==> config.mk <==
export PLATFORM = sky130hd
export DESIGN_NAME = mp3_sine_gen
export DESIGN_NICKNAME = d
export VERILOG_FILES = /design/src/rtl/mp3_sine_gen.sv
export SDC_FILE = /design/constraint.sdc
export NUM_CORES = 1
export LEC_CHECK = 0
export CAP_MARGIN = 20
export CORE_AREA = 8 8 99 92
export DETAILED_ROUTE_END_ITERATION = 10
export DIE_AREA = 0 0 107 100
export PLACE_DENSITY = 0.83
export SYNTH_ARGS = -nofsm -noshare
export SYNTH_HDL_FRONTEND = slang
export SYNTH_SLANG_ARGS = --single-unit
==> constraint.sdc <==
create_clock -name clk -period 3.67 [get_ports clk]
set_clock_uncertainty 0.1 [all_clocks]
set_input_delay 0.734 -clock clk [delete_from_list [all_inputs] [get_ports clk]]
set_output_delay 0.734 -clock clk [all_outputs]
set_load 0.1 [all_outputs]
==> src/rtl/mp3_sine_gen.sv <==
// Free-running 512-sample sine generator for a 10-bit resistor-ladder DAC, rebuilt from a quarter-wave ROM.
// Optional build macro MP3_OUTPUT_INVERT_EN drives the complemented word for an inverting ladder buffer.
module mp3_sine_gen #(
  parameter int SAMPLE_DIV = 1,
  parameter int PHASE_INC  = 1
) (
  input  logic clk,
  input  logic rst_n,
  output logic _9b,
  output logic _6a,
  output logic _4a,
  output logic _2a,
  output logic _0a,
  output logic _5a,
  output logic _3b,
  output logic _49a,
  output logic _45a,
  output logic _48b
);

  // Q[i] = min(511, floor(512*sin(pi*(2i+1)/512))), sampled at odd half-steps so the
  // four quadrants mirror exactly about 511.5 with no repeated sample at the seams.
  localparam logic [8:0] QUARTER_ROM [128] = '{
    9'd3,   9'd9,   9'd15,  9'd21,  9'd28,  9'd34,  9'd40,  9'd47,
    9'd53,  9'd59,  9'd65,  9'd72,  9'd78,  9'd84,  9'd90,  9'd96,
    9'd102, 9'd109, 9'd115, 9'd121, 9'd127, 9'd133, 9'd139, 9'd145,
    9'd151, 9'd157, 9'd163, 9'd169, 9'd175, 9'd181, 9'd187, 9'd193,
    9'd198, 9'd204, 9'd210, 9'd216, 9'd221, 9'd227, 9'd233, 9'd238,
    9'd244, 9'd249, 9'd255, 9'd260, 9'd265, 9'd271, 9'd276, 9'd281,
    9'd287, 9'd292, 9'd297, 9'd302, 9'd307, 9'd312, 9'd317, 9'd322,
    9'd327, 9'd332, 9'd336, 9'd341, 9'd346, 9'd350, 9'd355, 9'd359,
    9'd364, 9'd368, 9'd372, 9'd377, 9'd381, 9'd385, 9'd389, 9'd393,
    9'd397, 9'd401, 9'd405, 9'd409, 9'd413, 9'd416, 9'd420, 9'd423,
    9'd427, 9'd430, 9'd434, 9'd437, 9'd440, 9'd443, 9'd447, 9'd450,
    9'd453, 9'd455, 9'd458, 9'd461, 9'd464, 9'd466, 9'd469, 9'd471,
    9'd474, 9'd476, 9'd478, 9'd481, 9'd483, 9'd485, 9'd487, 9'd489,
    9'd490, 9'd492, 9'd494, 9'd495, 9'd497, 9'd498, 9'd500, 9'd501,
    9'd502, 9'd503, 9'd504, 9'd505, 9'd506, 9'd507, 9'd508, 9'd509,
    9'd509, 9'd510, 9'd510, 9'd511, 9'd511, 9'd511, 9'd511, 9'd511
  };

  localparam logic [15:0] DIV_LAST = 16'(SAMPLE_DIV - 1);
  localparam logic [8:0]  N_STEP   = 9'(PHASE_INC);

  logic [15:0] div_reg,  div_next;
  logic [8:0]  n_reg,    n_next;
  logic [9:0]  dac_reg,  dac_next;
  logic [1:0]  quadrant;
  logic [6:0]  rom_addr;
  logic [8:0]  rom_data;
  logic [9:0]  pin_word;

  // Odd quadrants walk the table backwards; 127-i is simply the 7-bit complement.
  assign quadrant = n_reg[8:7];
  assign rom_addr = quadrant[0] ? ~n_reg[6:0] : n_reg[6:0];
  assign rom_data = QUARTER_ROM[rom_addr];

  always_comb begin
    div_next = div_reg + 16'd1;
    n_next   = n_reg;
    if (div_reg == DIV_LAST) begin
      div_next = 16'd0;
      n_next   = n_reg + N_STEP;
    end
    // Upper half is 512+Q, lower half is 511-Q == 9-bit complement of Q with MSB clear.
    dac_next = quadrant[1] ? {1'b0, ~rom_data} : {1'b1, rom_data};
  end

  always_ff @(posedge clk or negedge rst_n) begin
    if (!rst_n) begin
      div_reg <= 16'd0;
      n_reg   <= 9'd0;
      dac_reg <= 10'd512;
    end else begin
      div_reg <= div_next;
      n_reg   <= n_next;
      dac_reg <= dac_next;
    end
  end

  for (genvar gi = 0; gi < 10; gi++) begin : g_pin
`ifdef MP3_OUTPUT_INVERT_EN
    assign pin_word[gi] = ~dac_reg[gi];
`else
    assign pin_word[gi] = dac_reg[gi];
`endif
  end

  assign _9b  = pin_word[9];
  assign _6a  = pin_word[8];
  assign _4a  = pin_word[7];
  assign _2a  = pin_word[6];
  assign _0a  = pin_word[5];
  assign _5a  = pin_word[4];
  assign _3b  = pin_word[3];
  assign _49a = pin_word[2];
  assign _45a = pin_word[1];
  assign _48b = pin_word[0];

endmodule

After elaboration in Yosys (flattened, before gate mapping)
Memories as Yosys holds them, arrays and structs flattened.
Index checks and enable logic that the tools add are counted.
{ "classes": {"n_addsub": 2, "magnitude_cmp": 1, "n_mux": 5, "bitwise_logic": 3, "n_reduce_logical": 1} }
{ "ops": {"columns": ["cell", "count"], "rows": [
  ["9-bit 2-to-1 mux", 2],
  ["16-bit by 1-bit adder with 16-bit output (second input constant)", 1],
  ["16-bit zero test", 1],
  ["16-bit 2-to-1 mux", 1],
  ["10-bit 2-to-1 mux", 1],
  ["9-bit by 1-bit adder with 9-bit output (second input constant)", 1],
  ["9-bit NOT", 1],
  ["8-bit >= comparator (second input constant)", 1],
  ["7-bit NOT with 8-bit output", 1],
  ["7-bit 2-to-1 mux", 1],
  ["7-bit NOT", 1]
]} }
{ "word_totals": {"regBits": 35, "rom_bits": 1152, "out_inout_bits": 10, "word_cells": 16, "mem_count": 1} }
{ "mem_list": {"columns": ["name", "words", "word_bits", "rd", "rd_clocked_by_memory_dff", "wr", "line", "source"], "rows": [
  ["(no name shown)", 128, 9, 1, 0, 0, "56", "assign rom_data = QUARTER_ROM[rom_addr];"]
]} }

Longest topological paths before layout
Gate-level depths: netlist of run 1.
{ "logic_depth": {"ltp_word": 8, "depth_mapped": 14, "mapped_depth_nobuf": 9} }

Least setup slack after synthesis of run 1
Ideal clock, no wire load.
{ "synth_path": {"path_type": "register -> register", "from": "reg n_reg[7]", "to": "reg dac_reg[2]", "setup_ns": 0.080, "arrival_ns": 2.724, "required_time_ns": 3.490, "path_slack_ns": 0.765, "path_stages_with_launch": 14, "period_less_slack_ns": 2.905, "path_cell_list": "dfrtp_1 > buf_6 > buf_8 > buf_6 > buf_6 > xor2_1 > inv_1 > ha_1 > clkbuf_1 > a221oi_1 > nor2_1 > o221a_1 > a221o_1 > o211ai_2"} }
{ "synth_between": {"elab_chain_cells": 7} }
{ "synth_lines": {"columns": ["element", "line", "source"], "rows": [
  ["from (decl)", "46", "logic [8:0] n_reg, n_next;"],
  ["from (signal assigned)", "76", "n_reg <= n_next;"],
  ["7-bit 2-to-1 mux *", "55", "assign rom_addr = quadrant[0] ? ~n_reg[6:0] : n_reg[6:0];"],
  ["7-bit NOT with 8-bit output (not written as such) *", "56", null],
  ["memory 128 x 9 bit *", null, null],
  ["9-bit 2-to-1 mux (not written as such) * (2 in a row)", "56", null],
  ["9-bit NOT", "66", "dac_next = quadrant[1] ? {1'b0, ~rom_data} : {1'b1, rom_data};"],
  ["10-bit 2-to-1 mux *", "66", null],
  ["via dac_next[2]", "47", "logic [9:0] dac_reg, dac_next;"],
  ["to (signal assigned)", "77", "dac_reg <= dac_next;"],
  ["to (decl)", "47", null]
]} }
Mark *: on every way through the listed nets, which the timed path passes. The rest lies on a longest branch. The select of a mux whose other input is x is not followed.
A chain may end at the register's enable or synchronous reset.

Worst setup path in the final report of run 1
Same ends and word-level chain as after synthesis.

==> reports/metrics.yaml, run 1 <==
status: "finished, final reports clean"
cts_resized: 0
rsz0062_at_grt: "no"
maxCapViolations: 0
dr.pass1.iters: 5
slowest_stage: "dfrtp_1"
leakage_nw: 1.55
met1_usage_pct: 34.7
cts_max_level: 2
r2r_slack_ps: 820
drt_iter0_drc: 579
syn_inst: 501
cts_root_buf: "clkbuf_8"
io_pins: 12
use_met2_pct: 36.2
setup_viol: 0
clock_latency_ps: 300
diodes: 0
grt_pass1_wl_mm: 21.8
path_cells: "xor2_1 -> inv_1 -> ha_1 -> nor2b_1 -> o311a_1 -> o21ai_0 -> a221o_1 -> o211ai_2"
crit_required_ps: 3740
top_usage_layer: "met2"
post-cts-setup-buffers: 0
chipHeight_um: 100
first_global_vias: 3971
syn_area_mm2: 0.00395
core_area_mm2: 0.00739
track_usage_pct: 25.8
cp_slowest_stage_delay_ps: 430
cp_num_buf_inv: 1
clk_pin_slew_ps: 80
numClockSinks: 35
ant_nets: 0
period_minus_slack_ps: 2850
cp_max_fo: 7
antenna_found_initial: 0
cp.arrival_ps: 2930
yosys.area.top_type: "dfrtp_1"
cts_tree: "done"
met3_usage_pct: 8.20
critical_path_class: "reg2reg"
area_delta_synth_final_pct: 4.53
largest_reg_flops: 16
fmax_mhz: 350
stdcell_count: 588
period_share_pct: 77.7
power_density_mw_per_mm2: 172
cts_inserted_buffers: 5
routabilityCongestion: 1.05
die_x_um: 107
ys_seq_elements: 35
clk_path_buf_depth: 2
hold_buffers: 0
dpl.cell_count: 580
dieArea_mm2: 0.0107
drcViolationCount: 0
fill_cells: 672
tightest_slew_ps: 984
peakVddDrop_v: 0.0000955
ys_seq_area_share_pct: 22.2
synth_fp_nets: 516
finalMaxSlewViolations: 0
start_util_pct: 53.4
endpoint_kind: "flip-flop"
routed-via-count: 4194
hold_violations: 0
cp-start-kind: "flip-flop"
tns_ps: 0
fin_nets: 506
slew_headroom_pct: 34.2
drt-total-wl_mm: 13.8
io_buffers: 11
viasPerCell: 7.13
syn_area_per_cell_um2: 7.88
core.rowCount: 30
dpl.hpwl_mm: 9.84
synth_edf_count: 0
synth_top_area_share_pct: 21.6
grt_overflow: 0
postSynth.asyncResetShare_pct: 100
hold_class: "reg2reg"
ys_warn_count: 0
ys.flop_type: "dfrtp_1"
final_layout_size_suffix_gt1_share_pct: 11.4
synth.distinct_cells: 88
crit_family: "compound AO/OA/AOI/OAI gates"
wire_per_inst_um: 23.4
grt_max_degree: 34
synthTopCellsByArea: "dfrtp_1 22%, xnor2_1 6.4%, a21oi_1 5.8%"
synth_stat cells, drive strengths merged, types with 5 or more instances:
master  count
ha         13
nand2      27
nor3       10
xnor2      29
nor2b      14
and3        5
inv        12
or2         7
o22ai      16
or3         6
buf        37
xor2        6
dfrtp      34
nand2b     21
a21oi      46
o32ai       5
a211oi      5
o21ai      29
a32oi       5
nand4       8
clkbuf     11
o221ai      5
o211ai     11
nor2       33
nand3      20
worst register-to-register path, stage by stage (launching register included):
cell and delay, ps:
dfrtp_1 430, xor2_1 390, inv_1 180, ha_1 350, nor2b_1 210, o311a_1 350, o21ai_0 400, a221o_1 240
o211ai_2 90
final cells by class:
cell class                 instances  area (um2)  area share [%]
sequential                        35         880            21.3
clock inverter                     2        16.3           0.394
timing repair buffer              31         258            6.25
tap                               96         120            2.91
multi-input combinational        402        2710            65.7
inverter                          16        60.1            1.46
clock buffer                       6        82.6            2.00
final timing paths:
kind,start,cells after the start,end
worst max-delay path,n_reg[7],8,dac_reg[2]
worst min-delay path,div_reg[15],1,div_reg[15]
worst max register to register,n_reg[7],8,dac_reg[2]
worst min register to register,div_reg[15],1,div_reg[15]
max in group asynchronous,rst_n,2,dac_reg[9]
min in group asynchronous,rst_n,1,div_reg[13]
power breakdown:
group / switching (mW) / internal [mW]
Sequential: 0 / 0.385
Clock: 0.159 / 0.153
Combinational: 0.00778 / 0.00231
Total: 0.167 / 0.541
logic make-up after synthesis:
| logic type | synth area share [%] |
|---|---|
| buf+inv | 9.13 |
| mux | 1.58 |
| flops | 22.2 |
| xor+xnor | 7.77 |
| fa+ha+maj | 4.12 |
| compound gates | 31.3 |
| simple gates | 23.9 |
per-stage QoR:
| step | hold slack (ps) | cell area (um2) | setup WS (ps) | utilization, % | power (mW) |
|---|---|---|---|---|---|
| 2_1_floorplan | 338 | 3950 | 765 | - | 0.393 |
| 3_3_place_gp | 367 | 4030 | 907 | 54.5 | 0.403 |
| 3_5_place_dp | 368 | 4030 | 895 | 54.5 | 0.404 |
| 4_1_cts | 384 | 4130 | 889 | 55.8 | 0.706 |
| 5_1_grt | 407 | 4130 | 599 | 55.8 | 0.722 |
| 6_report | 384 | 4130 | 817 | 55.8 | 0.708 |
cell usage in the layout, fill, tap and decap left out, drive strengths merged, types with 4 or more instances in the layout:
cell           count
nand2b            21
or2                7
xor2               6
clkbuf             6
a211oi             5
and3               5
and2b              4
nor3              10
o32ai              5
clkdlybuf4s50     10
a21oi             46
nor2b             14
xnor2             29
clkinv             5
or3                6
o221ai             5
nor4               4
o21ai             29
nand4              8
nor2              33
mux2i              4
a31oi              4
dfrtp             34
a32oi              5
and2               4
o31ai              4
buf               21
o211ai            11
nand3             20
nand2             27
o22ai             16
ha                13
inv               12
per-layer routing:
layer,vias to the layer above,wire (um)
li1,1839,-
met1,1946,5660
met2,357,5590
met3,52,2010
met4,0,511
met5,-,0
Power figures use the tool's default switching activity.
==> run 2: changes to the inputs <==
- clock period: 3.67 -> 2.9 ns (I/O delays scaled with it)
==> reports/metrics.yaml, run 2 (synthesis gave the netlist of run 1 again) <==
period_minus_slack_ps: 2790
cp.depth: 8
first_global_vias: 4020
grt_pass1_wl_mm: 23.2
finalMaxSlewViolations: 0
clk_pin_slew_ps: 80
cp_slowest_stage_delay_ps: 460
crit_end: "dac_reg[2]"
slew_headroom_pct: 64.0
io_buffers: 11
track_usage_pct: 27.7
antenna_found_initial: 1
seq_area_um2: 880
mostFrequentLayoutCells: "58 x buf_4, 46 x a21oi_1, 32 x nor2_1, 32 x dfrtp_1, 29 x xnor2_1"
hold_class: "reg2reg"
status: "finished, final reports clean"
tns_ps: 0
leakage_nw: 1.71
cp_max_fo: 7
stdcell_count: 618
endpoint_kind: "flip-flop"
start_util_pct: 53.4
placedInstanceArea_mm2: 0.00426
dpl.cell_count: 610
setup_viol: 0
rsz0062_at_grt: "no"
critPathLaunch: "n_reg[7]"
path_cells: "xor2_2 -> inv_1 -> ha_1 -> nor2b_1 -> o311a_1 -> o21ai_0 -> a221o_1 -> o211ai_2"
hold_violations: 0
routabilityCongestion: 1.03
dpl.hpwl_mm: 11.0
ant_nets: 0
io_pins: 12
drt-total-wl_mm: 14.9
slowest_stage: "dfrtp_1"
viasPerCell: 7.04
timing.rr.start: "n_reg[7]"
power_mw: 0.882
cp.arrival_ps: 2870
power_density_mw_per_mm2: 202
multiInputGateArea_mm2: 0.00272
numClockSinks: 35
maxCapViolations: 0
peakVddDrop_v: 0.000135
stdcell_area_mm2: 0.00436
crit_family: "compound AO/OA/AOI/OAI gates"
clk_path_buf_depth: 2
hold_buffers: 0
cts_max_level: 2
rr_worst_depth: 8
tightest_slew_ps: 534
cts_inserted_buffers: 5
clock_latency_ps: 290
cts_tree: "done"
grt_overflow: 0
r2r_slack_ps: 110
die_x_um: 107
dieArea_mm2: 0.0107
drcViolationCount: 0
area_delta_synth_final_pct: 10.6
period_share_pct: 96.4
cp_num_buf_inv: 1
chipHeight_um: 100
largest_reg_flops: 16
grt_max_degree: 46
core_area_mm2: 0.00739
drt_iter0_drc: 662
core.rowCount: 30
routed-via-count: 4348
fin_nets: 536
final_common_cell: "buf_4"
reg2reg_to: "dac_reg[2]"
crit_required_ps: 2980
cts_root_buf: "clkbuf_8"
wire_per_inst_um: 24.1
fmax_mhz: 358
diodes: 0
final_layout_size_suffix_gt1_share_pct: 18.6
critical_path_class: "reg2reg"
fill_cells: 679
cp-start-kind: "flip-flop"
dr.pass1.iters: 6
[run 2: repair_timing]
item                                    CTS  global route
hold endpoints to repair                  0             0
resized for setup                         0             1
setup buffers                             0             0
endpoints found under the setup margin    0             1
[run 2: routing by layer]
metal  GRT usage (%)  share of wire (%)  wire length, um
met1            36.5                 40             5990
met2            42.0                 43             6390
met3            6.15                 13             1880
met4            13.0                4.2              623
met5               0              0.087               13
[run 2: area by class of cell]
cell class / instances / area share, %
well taps: 96 / 2.75
flip-flops and latches: 35 / 20.2
clock buffers: 6 / 1.89
multi-input cells: 402 / 62.3
repair buffers: 61 / 11.1
inverters: 16 / 1.38
clock inverters: 2 / 0.373
[run 2: worst min-delay path by stage]
stage          slack, ps     endpoint  cells past startpoint         from
2_1_floorplan        180   dac_reg[0]                      0        rst_n
3_3_place_gp         370  div_reg[15]                      1  div_reg[15]
3_5_place_dp         370  div_reg[15]                      1  div_reg[15]
4_1_cts              380  div_reg[15]                      1  div_reg[15]
5_1_grt              400  div_reg[15]                      1  div_reg[15]
6_report             380  div_reg[15]                      1  div_reg[15]
[run 2: through the flow]
stage	hold WS, ps	utilization [%]	setup slack [ps]
6_report	378	59.0	105
5_1_grt	402	59.0	0.637
4_1_cts	381	59.0	192
3_5_place_dp	368	57.6	223
3_3_place_gp	366	57.6	218
2_1_floorplan	184	-	72.6
[run 2: report_power, final]
group          internal [mW]  total (mW)  switching, mW
clock                  0.194       0.383          0.189
sequential             0.488       0.488              0
combinational        0.00206      0.0113        0.00924
